$ cat src/rtl/mem_bus_arbiter.sv
// mem_bus_arbiter: shares one memory port between a core and an external
// programmer. Taking over the bus holds the core in reset; giving it back
// keeps the core in reset for RST_HOLD_CYCLES more cycles.
// Optional feature macro: ARB_PROG_READBACK_EN enables programmer reads.
module mem_bus_arbiter #(
  parameter int unsigned RST_HOLD_CYCLES = 4
) (
  input  logic        clk,
  input  logic        rst_n,
  // core side
  input  logic        core_rd_en_i,
  input  logic        core_wr_en_i,
  input  logic [31:0] core_addr_i,
  input  logic [31:0] core_data_i,
  output logic [31:0] core_data_o,
  output logic        core_rst_n_o,
  // programmer side
  input  logic        prog_req_i,
  output logic        prog_gnt_o,
  input  logic        prog_valid_i,
  input  logic        prog_wr_i,
  input  logic [31:0] prog_addr_i,
  input  logic [31:0] prog_wdata_i,
  output logic [31:0] prog_rdata_o,
  output logic        prog_rvalid_o,
  output logic [15:0] prog_wr_count_o,
  // memory side
  output logic        mem_rd_en_o,
  output logic        mem_wr_en_o,
  output logic [31:0] mem_addr_o,
  output logic [31:0] mem_data_o,
  input  logic [31:0] mem_data_i
);

  localparam int unsigned CNT_W = 8;
  localparam int unsigned WCNT_W = 16;

`ifdef ARB_PROG_READBACK_EN
  localparam bit READBACK = 1'b1;
`else
  localparam bit READBACK = 1'b0;
`endif

  typedef enum logic [1:0] {RUN, HALT, PROG, RELEASE} state_t;

  state_t              state;
  logic [CNT_W-1:0]    hold_cnt;
  logic                core_rst_n_q;
  logic                prog_rvalid_q;
  logic [WCNT_W-1:0]   wr_count_q;

  logic prog_acc;
  logic prog_wr_acc;
  logic prog_rd_acc;

  // Programmer transfers only count while the bus is granted
  assign prog_acc    = (state == PROG) & prog_valid_i;
  assign prog_wr_acc = prog_acc & prog_wr_i;
  assign prog_rd_acc = prog_acc & ~prog_wr_i & READBACK;

  assign core_data_o     = mem_data_i;
  assign core_rst_n_o    = core_rst_n_q;
  assign prog_gnt_o      = rst_n & (state == PROG);
  assign prog_rvalid_o   = prog_rvalid_q;
  assign prog_rdata_o    = READBACK ? mem_data_i : 32'h0;
  assign prog_wr_count_o = wr_count_q;

  // Memory port mux: core in RUN, programmer in PROG, idle otherwise or in reset
  always_comb begin
    mem_rd_en_o = 1'b0;
    mem_wr_en_o = 1'b0;
    mem_addr_o  = 32'h0;
    mem_data_o  = 32'h0;
    if (rst_n) begin
      case (state)
        RUN: begin
          mem_rd_en_o = core_rd_en_i;
          mem_wr_en_o = core_wr_en_i;
          mem_addr_o  = core_addr_i;
          mem_data_o  = core_data_i;
        end
        PROG: begin
          if (prog_acc) begin
            mem_wr_en_o = prog_wr_acc;
            mem_rd_en_o = prog_rd_acc;
            mem_addr_o  = prog_addr_i;
            mem_data_o  = prog_wdata_i;
          end
        end
        default: ;
      endcase
    end
  end

  // Ownership FSM with core reset hold counter and write statistics
  always_ff @(posedge clk) begin
    if (!rst_n) begin
      state         <= RELEASE;
      hold_cnt      <= CNT_W'(RST_HOLD_CYCLES);
      core_rst_n_q  <= 1'b0;
      prog_rvalid_q <= 1'b0;
      wr_count_q    <= '0;
    end else begin
      // read data returns the cycle after the access, even if PROG is left
      prog_rvalid_q <= prog_rd_acc;
      case (state)
        RUN: begin
          if (prog_req_i) begin
            state        <= HALT;
            core_rst_n_q <= 1'b0;
            wr_count_q   <= '0;
          end
        end
        HALT: begin
          state <= PROG;
        end
        PROG: begin
          if (prog_wr_acc && (wr_count_q != {WCNT_W{1'b1}})) begin
            wr_count_q <= wr_count_q + WCNT_W'(1);
          end
          if (!prog_req_i) begin
            state    <= RELEASE;
            hold_cnt <= CNT_W'(RST_HOLD_CYCLES);
          end
        end
        RELEASE: begin
          if (prog_req_i) begin
            state <= PROG;
          end else if (hold_cnt == CNT_W'(1)) begin
            state        <= RUN;
            core_rst_n_q <= 1'b1;
          end else begin
            hold_cnt <= hold_cnt - CNT_W'(1);
          end
        end
        default: state <= RELEASE;
      endcase
    end
  end

endmodule

$ cat config.mk
export PLATFORM = sky130hd
export DESIGN_NAME = mem_bus_arbiter
export DESIGN_NICKNAME = d
export VERILOG_FILES = /design/src/rtl/mem_bus_arbiter.sv
export SDC_FILE = /design/constraint.sdc
export NUM_CORES = 1
export LEC_CHECK = 0
export BUFFER_PORTS_ARGS = -buffer_cell sky130_fd_sc_hd__buf_2
export CAP_MARGIN = 10
export CORE_AREA = 2 2 122 124
export CTS_CLUSTER_DIAMETER = 200
export DETAILED_ROUTE_END_ITERATION = 8
export DIE_AREA = 0 0 124 126
export PLACE_DENSITY = 0.48
export RECOVER_POWER = 25
export SLEW_MARGIN = 10
export SYNTH_ARGS = -nofsm -noshare
export SYNTH_HDL_FRONTEND = slang
export SYNTH_SLANG_ARGS = --single-unit
$ cat constraint.sdc
create_clock -name clk -period 3.1 [get_ports clk]
set_input_delay 0.465 -clock clk [delete_from_list [all_inputs] [get_ports clk]]
set_output_delay 0.465 -clock clk [all_outputs]
set_load 0.02 [all_outputs]
==> summary.md, run 1 <==
| Metric | Value |
|---|---|
| Outcome | `completed` |
| CORE AREA | `14300 sq um` |
| Width of the die | `about 120 microns` |
| GRT Util Overall | `between 15 and 20%` |
| Final critical-path share of the clock period | `between 80% and 90%` |
| Netlist cell types | `between 40 and 50` |
| Final hold violation count | `0` |
| Die Ht | `approximately 130 microns` |
| Slew HR | `51.9%` |
| VDD IR max | `roughly 0.13 mV` |
| Post-Route WL | `~13000 microns` |
| Mapped cell area | `between 2000 and 3000 sq um` |
| Root Buffer | `clkbuf_16` |
| R2R Setup Slk | `approximately 940 ps` |
| DR vias/cell | `~4.6` |
| Die Footprint | `15600 sq um` |
| Seq/Total Area, Yosys | `approximately 20%` |
| Post-DP HPWL | `10900 microns` |
| Setup Fix Bufs, Post-CTS | `0` |
| RSZ-0062 raised after global routing | `no` |
| Number of global-route vias before repair | `approximately 3200` |
| Fmax | `about 380 MHz` |
| Worst hold margin | `~490 ps` |
| Arrival @ worst endpoint | `between 2000 and 2500 ps` |
| CP Max Fanout | `47` |
| Total gr overflow | `0` |
| Vias | `about 3400` |
| ANT nets after route | `0` |
| Reg-to-reg startpoint | `prog_wr_count_o[0]$_SDFFE_PN0P_` |
| Iteration-0 DRC Markers | `220` |
| Clock Sink Count | `27` |
| Largest net degree at the start of global routing | `between 60 and 70` |
| DRC | `0` |
| H-tree Lvls | `1` |
| PostCTS Resize Cnt | `0` |
| R2r endpoint | `prog_wr_count_o[13]$_SDFFE_PN0P_` |
| WHS Path Cells | `2` |
| First-pass GRT wire length | `approximately 19000 microns` |
| Tot Pwr | `between 900 and 1000 uW` |
| Most frequent cells in the layout | `215 x buf_2, 86 x nor2_1, 64 x a22oi_1` |
| Req. time, crit path | `about 2600 ps` |
| Comb pwr share | `approximately 29%` |
| Syn. warnings | `0` |
| Hold path start | `core_rst_n_o$_SDFFE_PN0P_` |
| Setup_tns | `0 ps` |
| CP Class | `flip-flop to output pin` |
| Fin Clk Skew | `around 7.2 ps` |
| Final Max Slew Viols | `0` |
| Clk_lat worst skew | `roughly 260 ps` |
| Hold Crit Class | `flip-flop to flip-flop` |
| Avg Inst Size Synth | `around 6.9 sq um` |
| Final min period | `2610 ps` |
| Sink of the worst hold path | `core_rst_n_o$_SDFFE_PN0P_` |
| NumNets Final | `736` |
| Count of max-cap constraint violations | `0` |
| Clock-pin slew on the worst setup and hold paths | `~70 ps` |
| Crit start category | `flip-flop` |
| FILL cells | `1639` |
| R2R depth | `7` |
| # hold bufs at CTS | `0` |
| Row count | `44` |
| IO Port Bufs | `between 200 and 250` |
| Antenna violations before repair | `4` |
| Seq pwr share | `39.1%` |
| CTS max path bufs | `2` |
| Routed WL per cell | `about 17 microns` |
| Cell Pwr Density | `252 nW/um^2` |
| I/O pin total | `316` |
| NetSw | `about 300 uW` |
| Post-synthesis cell count | `397` |
| Sw Share | `between 30% and 40%` |
| Most common cell after layout, fill and taps aside | `buf_2` |
| Pleak | `around 0.0017 uW` |
| Worst slew pin tran | `approximately 720 ps` |
| Clock share of power | `around 32%` |
| #FFs+latches synth | `27` |
| Setup crit end kind | `output pin` |
| CTS tree | `built` |
| Final Setup Violations | `0` |
| Share of layout cells above drive strength 1 | `roughly two fifths` |
| Initial Util | `between 10% and 20%` |
| Internal power | `about 640 uW` |
| Drt pass-1 iters | `5` |
| Area delta synth->final | `37.2%` |
| Routability congestion estimate | `between 0.8 and 0.9` |
| CTS buffer count | `3` |
-- power by group through the flow --
stage               Clock (uW)  Sequential, uW  Combinational [uW]
global route               323             371                 298
finish                     305             369                 270
CTS                        311             369                 272
detailed placement           0             377                 270
floorplan                    0             375                 231
global placement             0             377                 269
-- per-stage QoR --
step / setup WS, ps / instances / cell area (sq um) / util, %
CTS: 476 / 749 / 3740 / 26.1
finish: 485 / 751 / 3740 / 26.1
floorplan: 1020 / 429 / 2850 / -
detailed placement: 681 / 745 / 3660 / 25.6
global route: 325 / 749 / 3740 / 26.1
global placement: 666 / 745 / 3660 / 25.6
-- synth_stat cells, drive strengths merged --
master   n  area share [%]
o31ai    1            0.28
nand4b   1            0.32
dfxtp   27              20
nand2   13             1.8
a221oi   1            0.32
and2     1            0.23
and3     3            0.69
inv      7            0.96
nand2b   5             1.1
xor2     5             1.6
nor4     3             1.2
o41ai    1            0.32
nor2b    2            0.46
a31oi    7             1.6
o21bai   1            0.28
ha       3             1.4
nor4b    1            0.55
o311a    1            0.41
a22oi   64              18
or3b     1            0.32
nand3   11             2.2
a21boi   1            0.28
nor2    88              12
conb     1            0.14
clkbuf  18             2.5
a21oi   12             2.2
nor3     4            0.73
nor3b    2            0.55
nand4    9             2.1
nand3b   3            0.83
o31a     1            0.32
buf     73              20
o32ai    1            0.32
mux2     1            0.41
o21ai   24             4.4
-- how the worst max path moves through the flow --
| stage | slack [ps] | start | endpoint | cells after the start |
|---|---|---|---|---|
| after floorplan | 1020 | state[1]$_SDFFE_PN1P_ | mem_addr_o[10] | 6 |
| after global placement | 670 | rst_n | mem_rd_en_o | 5 |
| after detailed placement | 680 | rst_n | mem_rd_en_o | 5 |
| after CTS | 480 | state[0]$_SDFFE_PN1P_ | mem_addr_o[21] | 6 |
| after global routing | 330 | state[1]$_SDFFE_PN1P_ | mem_addr_o[21] | 6 |
| final | 490 | state[0]$_SDFFE_PN1P_ | mem_data_o[7] | 6 |
-- critical path: stages, from the launching register on --
cell	delay (ps)
dfxtp_1	420
nand2b_1	310
nor2_4	410
buf_12	280
a22oi_1	150
nor2_1	110
buf_2	170
-- final cells by class --
type                       count  area, sq um  share of cell area [%]
antenna                        2         5.00                   0.134
clock buffer                   3         75.1                    2.01
clock inverter                 1         7.51                   0.201
inverter                       7         26.3                   0.702
multi-input combinational    304         1700                    45.3
sequential                    27          541                    14.4
tap                          184          230                    6.15
timing repair buffer         223         1160                    31.1
-- cells by family after synthesis --
| group | synth area share, % |
|---|---|
| buffers and inverters | 23.1 |
| other | 0.137 |
| muxes | 0.413 |
| xor gates and xnor gates | 1.61 |
| adders and majority gates | 1.38 |
| and+or+nand+nor | 25.2 |
| AOI/OAI and AO/OA | 28.3 |
| DFF | 19.8 |
-- layer usage --
| metal | GRT usage (%) | share of wire [%] | vias up |
|---|---|---|---|
| li1 | - | - | 1659 |
| met1 | 21.5 | 44 | 1583 |
| met2 | 24.9 | 46 | 180 |
| met3 | 3.67 | 9.4 | 10 |
| met4 | 2.31 | 0.57 | 2 |
| met5 | 0 | 0.10 | - |
-- state kept, by name, summed over array words and instances (netlist names) --
| register | flops |
|---|---|
| hold_cnt | 8 |
| prog_wr_count_o | 16 |
| core_rst_n_o | 1 |
| state | 2 |
(Power assumes the default switching activity.)
==> inputs of run 2 (changes only) <==
--- a/config.mk
+++ b/config.mk
@@ -11,7 +11,7 @@
 export CTS_CLUSTER_DIAMETER = 200
 export DETAILED_ROUTE_END_ITERATION = 8
 export DIE_AREA = 0 0 124 126
-export PLACE_DENSITY = 0.48
+export PLACE_DENSITY = 0.5
 export RECOVER_POWER = 25
 export SLEW_MARGIN = 10
 export SYNTH_ARGS = -nofsm -noshare
==> constraint.sdc (replaced) <==
create_clock -name clk -period 2.1 [get_ports clk]
set_input_delay 0.315 -clock clk [delete_from_list [all_inputs] [get_ports clk]]
set_output_delay 0.315 -clock clk [all_outputs]
set_load 0.02 [all_outputs]
==> summary.md, run 2 (synthesis gave the netlist of run 1 again) <==
| Metric | Value |
|---|---|
| Final critical-path share of the clock period | `a little over nine tenths` |
| Clock-pin slew on the worst setup and hold paths | `60 ps (about the same)` |
| Post-placement setup slack | `178 ps (-503 ps)` |
| Share of layout cells above drive strength 1 | `43.5% (+2.3 points)` |
| GRT Util Overall | `14.7% (-0.85 points)` |
| NumNets Final | `757 (+2.9%)` |
| Final Worst Setup Slack | `118 ps (-367 ps)` |
| Worst hold margin | `427 ps (-67.8 ps)` |
| Antenna violations before repair | `7 (+3)` |
| Count of max-cap constraint violations | `0 (unchanged)` |
| Root Buffer | `clkbuf_16` |
| Post-DP HPWL | `10100 microns (-6.7%)` |
| I/O pin total | `316 (unchanged)` |
| Fin Clk Skew | `2.86 ps (-4.36 ps)` |
| H-tree Lvls | `1 (unchanged)` |
| CORE AREA | `14300 sq um (unchanged)` |
| Total gr overflow | `0 (unchanged)` |
| DRC | `0 (unchanged)` |
| Final Setup Violations | `0 (unchanged)` |
| Slowest cell on crit path | `dfxtp_1` |
| Clock Sink Count | `27 (unchanged)` |
| ANT nets after route | `0 (unchanged)` |
| DR vias/cell | `4.53 (-0.98%)` |
| Slowest cell delay on critical path | `320 ps (-100 ps)` |
| Row count | `44 (unchanged)` |
| Multi-input gate area | `1700 sq um (+0.15%)` |
| Outcome | `completed` |
| Clk_lat worst skew | `260 ps (about the same)` |
| Routed WL per cell | `16.9 microns (-0.87%)` |
| FILL cells | `1638 (-0.061%)` |
| Die Ht | `126 microns (unchanged)` |
| Max FFs per register | `16 (unchanged)` |
| # hold bufs at CTS | `0 (unchanged)` |
| CP Class | `flip-flop to output pin` |
| Sequential cell area | `541 sq um (unchanged)` |
| Setup_tns | `0 ps (unchanged)` |
| Number of global-route vias before repair | `3043 (-4.5%)` |
| Post-Route WL | `13100 microns (+1.8%)` |
| Arrival @ worst endpoint | `1670 ps (-480 ps)` |
| IO Port Bufs | `218 (unchanged)` |
| Crit start category | `flip-flop` |
| Drt pass-1 iters | `4 (-1)` |
| Worst path cell trace | `nand2b_2 > nor2_4 > buf_12 > clkbuf_16 > a22oi_1 > nor2_1 > buf_2` |
| Largest net degree at the start of global routing | `65 (unchanged)` |
| Die Footprint | `15600 sq um (unchanged)` |
| CTS tree | `built` |
| CTS buffer count | `3 (unchanged)` |
| Slew HR | `41.9% (-10 points)` |
| Hold Crit Class | `primary input to flip-flop` |
| Area delta synth->final | `44.8%` |
| RSZ-0062 raised after global routing | `no` |
| Vias | `3491 (+1.7%)` |
| VDD IR max | `0.238 mV (+77%)` |
| Width of the die | `124 microns (unchanged)` |
| Post-layout util | `27.6% (+1.4 points)` |
| Routability congestion estimate | `0.771 (-11%)` |
| Pleak | `0.00188 uW (+7.3%)` |
| Worst slew pin tran | `868 ps (+150 ps)` |
| Fmax | `slightly above 500 MHz` |
| Req. time, crit path | `1780 ps (-850 ps)` |
| Initial Util | `19.1% (unchanged)` |
| CTS max path bufs | `2 (unchanged)` |
| Most common cell after layout, fill and taps aside | `buf_2` |
| Cell Pwr Density | `358 nW/um^2 (+42%)` |
| Iteration-0 DRC Markers | `231 (+5.0%)` |
| First-pass GRT wire length | `17700 microns (-5.1%)` |
| Final hold violation count | `0 (unchanged)` |
| Final min period | `about 2000 ps` |
| Final Max Slew Viols | `0 (unchanged)` |
| Setup crit end kind | `output pin` |
| CP Max Fanout | `16 (-66%)` |
| Most frequent cells in the layout | `216 x buf_2, 86 x nor2_1, 64 x a22oi_1` |
-- run 2: critical path, delay by kind of cell, from the launching register on --
kind	cells	cell delay, ps
buf+inv	3	500
simple gates	3	480
flops	1	320
compound gates	1	90
-- run 2: stage by stage --
stage | std cells | cell area, sq um | total power, uW
global placement | 762 | 3790 | 964
CTS | 766 | 3860 | 1410
detailed placement | 762 | 3790 | 962
floorplan | 429 | 2850 | 894
global route | 770 | 3950 | 1490
finish | 771 | 3950 | 1410
-- run 2: timing repair --
item	4_1_cts	5_1_grt
buffers inserted	0	1
gates resized for setup	0	1
endpoints found under the hold margin	0	0
endpoints found under the setup margin	0	56
-- run 2: per-layer routing --
layer  vias up  GRT usage (%)  part of all wire, %
met5         -              0                0.084
met4         2           2.84                  1.1
met3        21           3.40                  9.4
met2       174           21.2                   45
met1      1594           22.1                   45
li1       1700              -                    -
-- run 2: power by group --
group	internal, uW	switching, uW
Clock	260	181
Sequential	527	13.3
Combinational	189	244
-- run 2: worst paths after layout --
path              slack (ps)                             from                               to  cells after the start
setup reg to reg         150  prog_wr_count_o[0]$_SDFFE_PN0P_  prog_wr_count_o[0]$_SDFFE_PN0P_                      5
hold / removal           430                            rst_n            state[1]$_SDFFE_PN1P_                      3
setup / recovery         120            state[0]$_SDFFE_PN1P_                   mem_data_o[13]                      7
hold reg to reg          510        core_rst_n_o$_SDFFE_PN0P_        core_rst_n_o$_SDFFE_PN0P_                      2
-- run 2: cell type report --
| class | count | area share (%) |
|---|---|---|
| Antenna cell | 1 | 0.0634 |
| Tap cell | 184 | 5.83 |
| Sequential cell | 27 | 13.7 |
| Multi-Input combinational cell | 304 | 43.0 |
| Timing Repair Buffer | 244 | 34.8 |
| Clock buffer | 4 | 2.00 |
| Inverter | 7 | 0.665 |
==> inputs of run 3 (changes only) <==
--- a/config.mk
+++ b/config.mk
@@ -7,11 +7,10 @@
 export LEC_CHECK = 0
 export BUFFER_PORTS_ARGS = -buffer_cell sky130_fd_sc_hd__buf_2
 export CAP_MARGIN = 10
-export CORE_AREA = 2 2 122 124
+export CORE_AREA = 2 2 124 126
 export CTS_CLUSTER_DIAMETER = 200
 export DETAILED_ROUTE_END_ITERATION = 8
-export DIE_AREA = 0 0 124 126
-export PLACE_DENSITY = 0.5
+export DIE_AREA = 0 0 126 128
 export RECOVER_POWER = 25
 export SLEW_MARGIN = 10
 export SYNTH_ARGS = -nofsm -noshare
==> constraint.sdc (replaced) <==
create_clock -name clk -period 1.87 [get_ports clk]
set_input_delay 0.2805 -clock clk [delete_from_list [all_inputs] [get_ports clk]]
set_output_delay 0.2805 -clock clk [all_outputs]
set_load 0.02 [all_outputs]
==> summary.md, run 3 (synthesis gave the netlist of run 1 again) <==
| Metric | Value |
|---|---|
| Sw Share | `31.5% (+0.46 points)` |
| Number of global-route vias before repair | `3309 (+8.7%)` |
| Drt pass-1 iters | `4 (unchanged)` |
| Row count | `45 (+2.3%)` |
| Width of the die | `126 microns (+1.6%)` |
| Post-Route WL | `13800 microns (+5.3%)` |
| R2R depth | `5 (unchanged)` |
| Post-placement setup slack | `50.6 ps (-128 ps)` |
| Clock share of power | `29.3% (-1.9 points)` |
| Worst slew pin tran | `512 ps (-357 ps)` |
| H-tree Lvls | `1 (unchanged)` |
| Post-layout util | `32.5% (+4.9 points)` |
| CTS buffer count | `3 (unchanged)` |
| Final Setup Violations | `10 (+10)` |
| IO Port Bufs | `218 (unchanged)` |
| Total gr overflow | `0 (unchanged)` |
| ANT nets after route | `0 (unchanged)` |
| I/O pin total | `316 (unchanged)` |
| Comb pwr share | `34.8% (+4.2 points)` |
| Post-DP HPWL | `9710 microns (-4.2%)` |
| CORE AREA | `14900 sq um (+3.8%)` |
| Max FFs per register | `16 (unchanged)` |
| Clock-pin slew on the worst setup and hold paths | `60 ps (about the same)` |
| Violated checks | `setup timing` |
| Final Max Slew Viols | `0 (unchanged)` |
| Die Footprint | `16100 sq um (+3.2%)` |
| Hold path start | `rst_n` |
| DRC | `0 (unchanged)` |
| Die Ht | `128 microns (+1.6%)` |
| GRT Util Overall | `14.2% (-0.46 points)` |
| Reg-to-reg startpoint | `prog_wr_count_o[0]$_SDFFE_PN0P_` |
| RSZ-0062 raised after global routing | `yes` |
| Share of layout cells above drive strength 1 | `53.0% (+9.5 points)` |
| Cell Pwr Density | `350 nW/um^2 (-2.3%)` |
| Count of max-cap constraint violations | `0 (unchanged)` |
| Largest net degree at the start of global routing | `47 (-28%)` |
| CP Class | `flip-flop to output pin` |
| NumNets Final | `790 (+4.4%)` |
| Clock Sink Count | `27 (unchanged)` |
| CTS tree | `built` |
| Setup crit end kind | `output pin` |
| NetSw | `532 uW (+21%)` |
| Fmax | `about 530 MHz` |
| Antenna violations before repair | `4 (-3)` |
| VDD IR max | `0.271 mV (+14%)` |
| Crit start category | `flip-flop` |
| Pleak | `0.00216 uW (+15%)` |
| WHS Path Cells | `3 (unchanged)` |
| Req. time, crit path | `1590 ps (-190 ps)` |
| CP Max Fanout | `6 (-10)` |
| Hold Crit Class | `primary input to flip-flop` |
| Final hold violation count | `0 (unchanged)` |
| Root Buffer | `clkbuf_16` |
| Slew HR | `65.9% (+24 points)` |
| Initial Util | `18.4% (-0.71 points)` |
| Most common cell after layout, fill and taps aside | `buf_2` |
| Area delta synth->final | `76.9%` |
| Routed WL per cell | `17.0 microns (+0.28%)` |
| First-pass GRT wire length | `18300 microns (+3.2%)` |
| Iteration-0 DRC Markers | `152 (-34%)` |
| CTS max path bufs | `2 (unchanged)` |
| Crit path from | `state[0]$_SDFFE_PN1P_` |
| Vias | `3693 (+5.8%)` |
| Most frequent cells in the layout | `153 x buf_2, 95 x buf_4, 83 x nor2_1` |
| Internal power | `1160 uW (+19%)` |
| # hold bufs at CTS | `0 (unchanged)` |
| Final critical-path share of the clock period | `102%` |
| Final Worst Setup Slack | `-29.7 ps (-148 ps)` |
| DR vias/cell | `4.56 (+0.69%)` |
| Clk_lat worst skew | `260 ps (about the same)` |
| Outcome | `complete, but fails checks` |
| Arrival @ worst endpoint | `1620 ps (-50 ps)` |
| Routability congestion estimate | `0.727 (-5.7%)` |
| Final min period | `between 1500 and 2000 ps` |
| Fin Clk Skew | `6.93 ps (+4.07 ps)` |
| Worst hold margin | `407 ps (-19.4 ps)` |
| Tot Pwr | `1690 uW (+19%)` |
| Seq pwr share | `35.9% (-2.3 points)` |
run 3: cell count changes in the layout (fill, tap and decap cells not counted), sizes merged:
| cell | change |
|---|---|
| clkinv | +1 |
| diode | +2 |
| buf | +32 |
run 3: power groups by stage:
stage | Sequential (uW) | Clock [uW] | Combinational [uW]
after floorplan | 622 | 0 | 383
after global placement | 619 | 0 | 463
after detailed placement | 620 | 0 | 462
after CTS | 607 | 505 | 541
after global routing | 609 | 522 | 634
final | 607 | 496 | 587
run 3: worst max-delay path, stage by stage, from the launching register on:
cell       delay [ps]
dfxtp_2           340
nand2b_4          130
nor2_4             50
buf_12            130
buf_12            120
clkbuf_16         150
a22oi_2           220
nor2_1             60
buf_4             160
run 3: layout make-up:
type	instances	area [sq um]
Clock inverter	1	5.00
Tap cell	188	235
Multi-Input combinational cell	304	1880
Inverter	7	26.3
Timing Repair Buffer	277	2050
Antenna cell	3	7.51
Fill cell	1624	10000
Sequential cell	27	548
Clock buffer	3	75.1
run 3: per-layer routing:
| metal | vias up | share of wire (%) | GRT usage, % |
|---|---|---|---|
| met5 | - | 0 | 0 |
| met4 | 0 | 2.2 | 4.33 |
| met3 | 22 | 6.5 | 2.13 |
| met2 | 177 | 49 | 23.1 |
| met1 | 1721 | 42 | 19.4 |
| li1 | 1773 | - | - |
run 3: path summary, 6_finish.rpt:
kind,end,slack (ps)
worst max-delay path,mem_addr_o[6],-30
worst min-delay path,state[1]$_SDFFE_PN1P_,410
worst min register to register,core_rst_n_o$_SDFFE_PN0P_,490
worst max register to register,prog_wr_count_o[0]$_SDFFE_PN0P_,120
run 3: timing repair:
item,CTS,global route
setup buffers,8,4
gates resized for setup,75,55
endpoints found under the hold margin,0,0
cloned,5,8
pin swaps,11,49
setup endpoints to repair,65,80
run 3: through the flow:
step                area [sq um]  instances  TNS [ps]
floorplan                   2850        429         0
global placement            3880        779         0
detailed placement          3880        779         0
CTS                         4400        796      -938
global route                4820        810     -3650
finish                      4820        810     -69.5
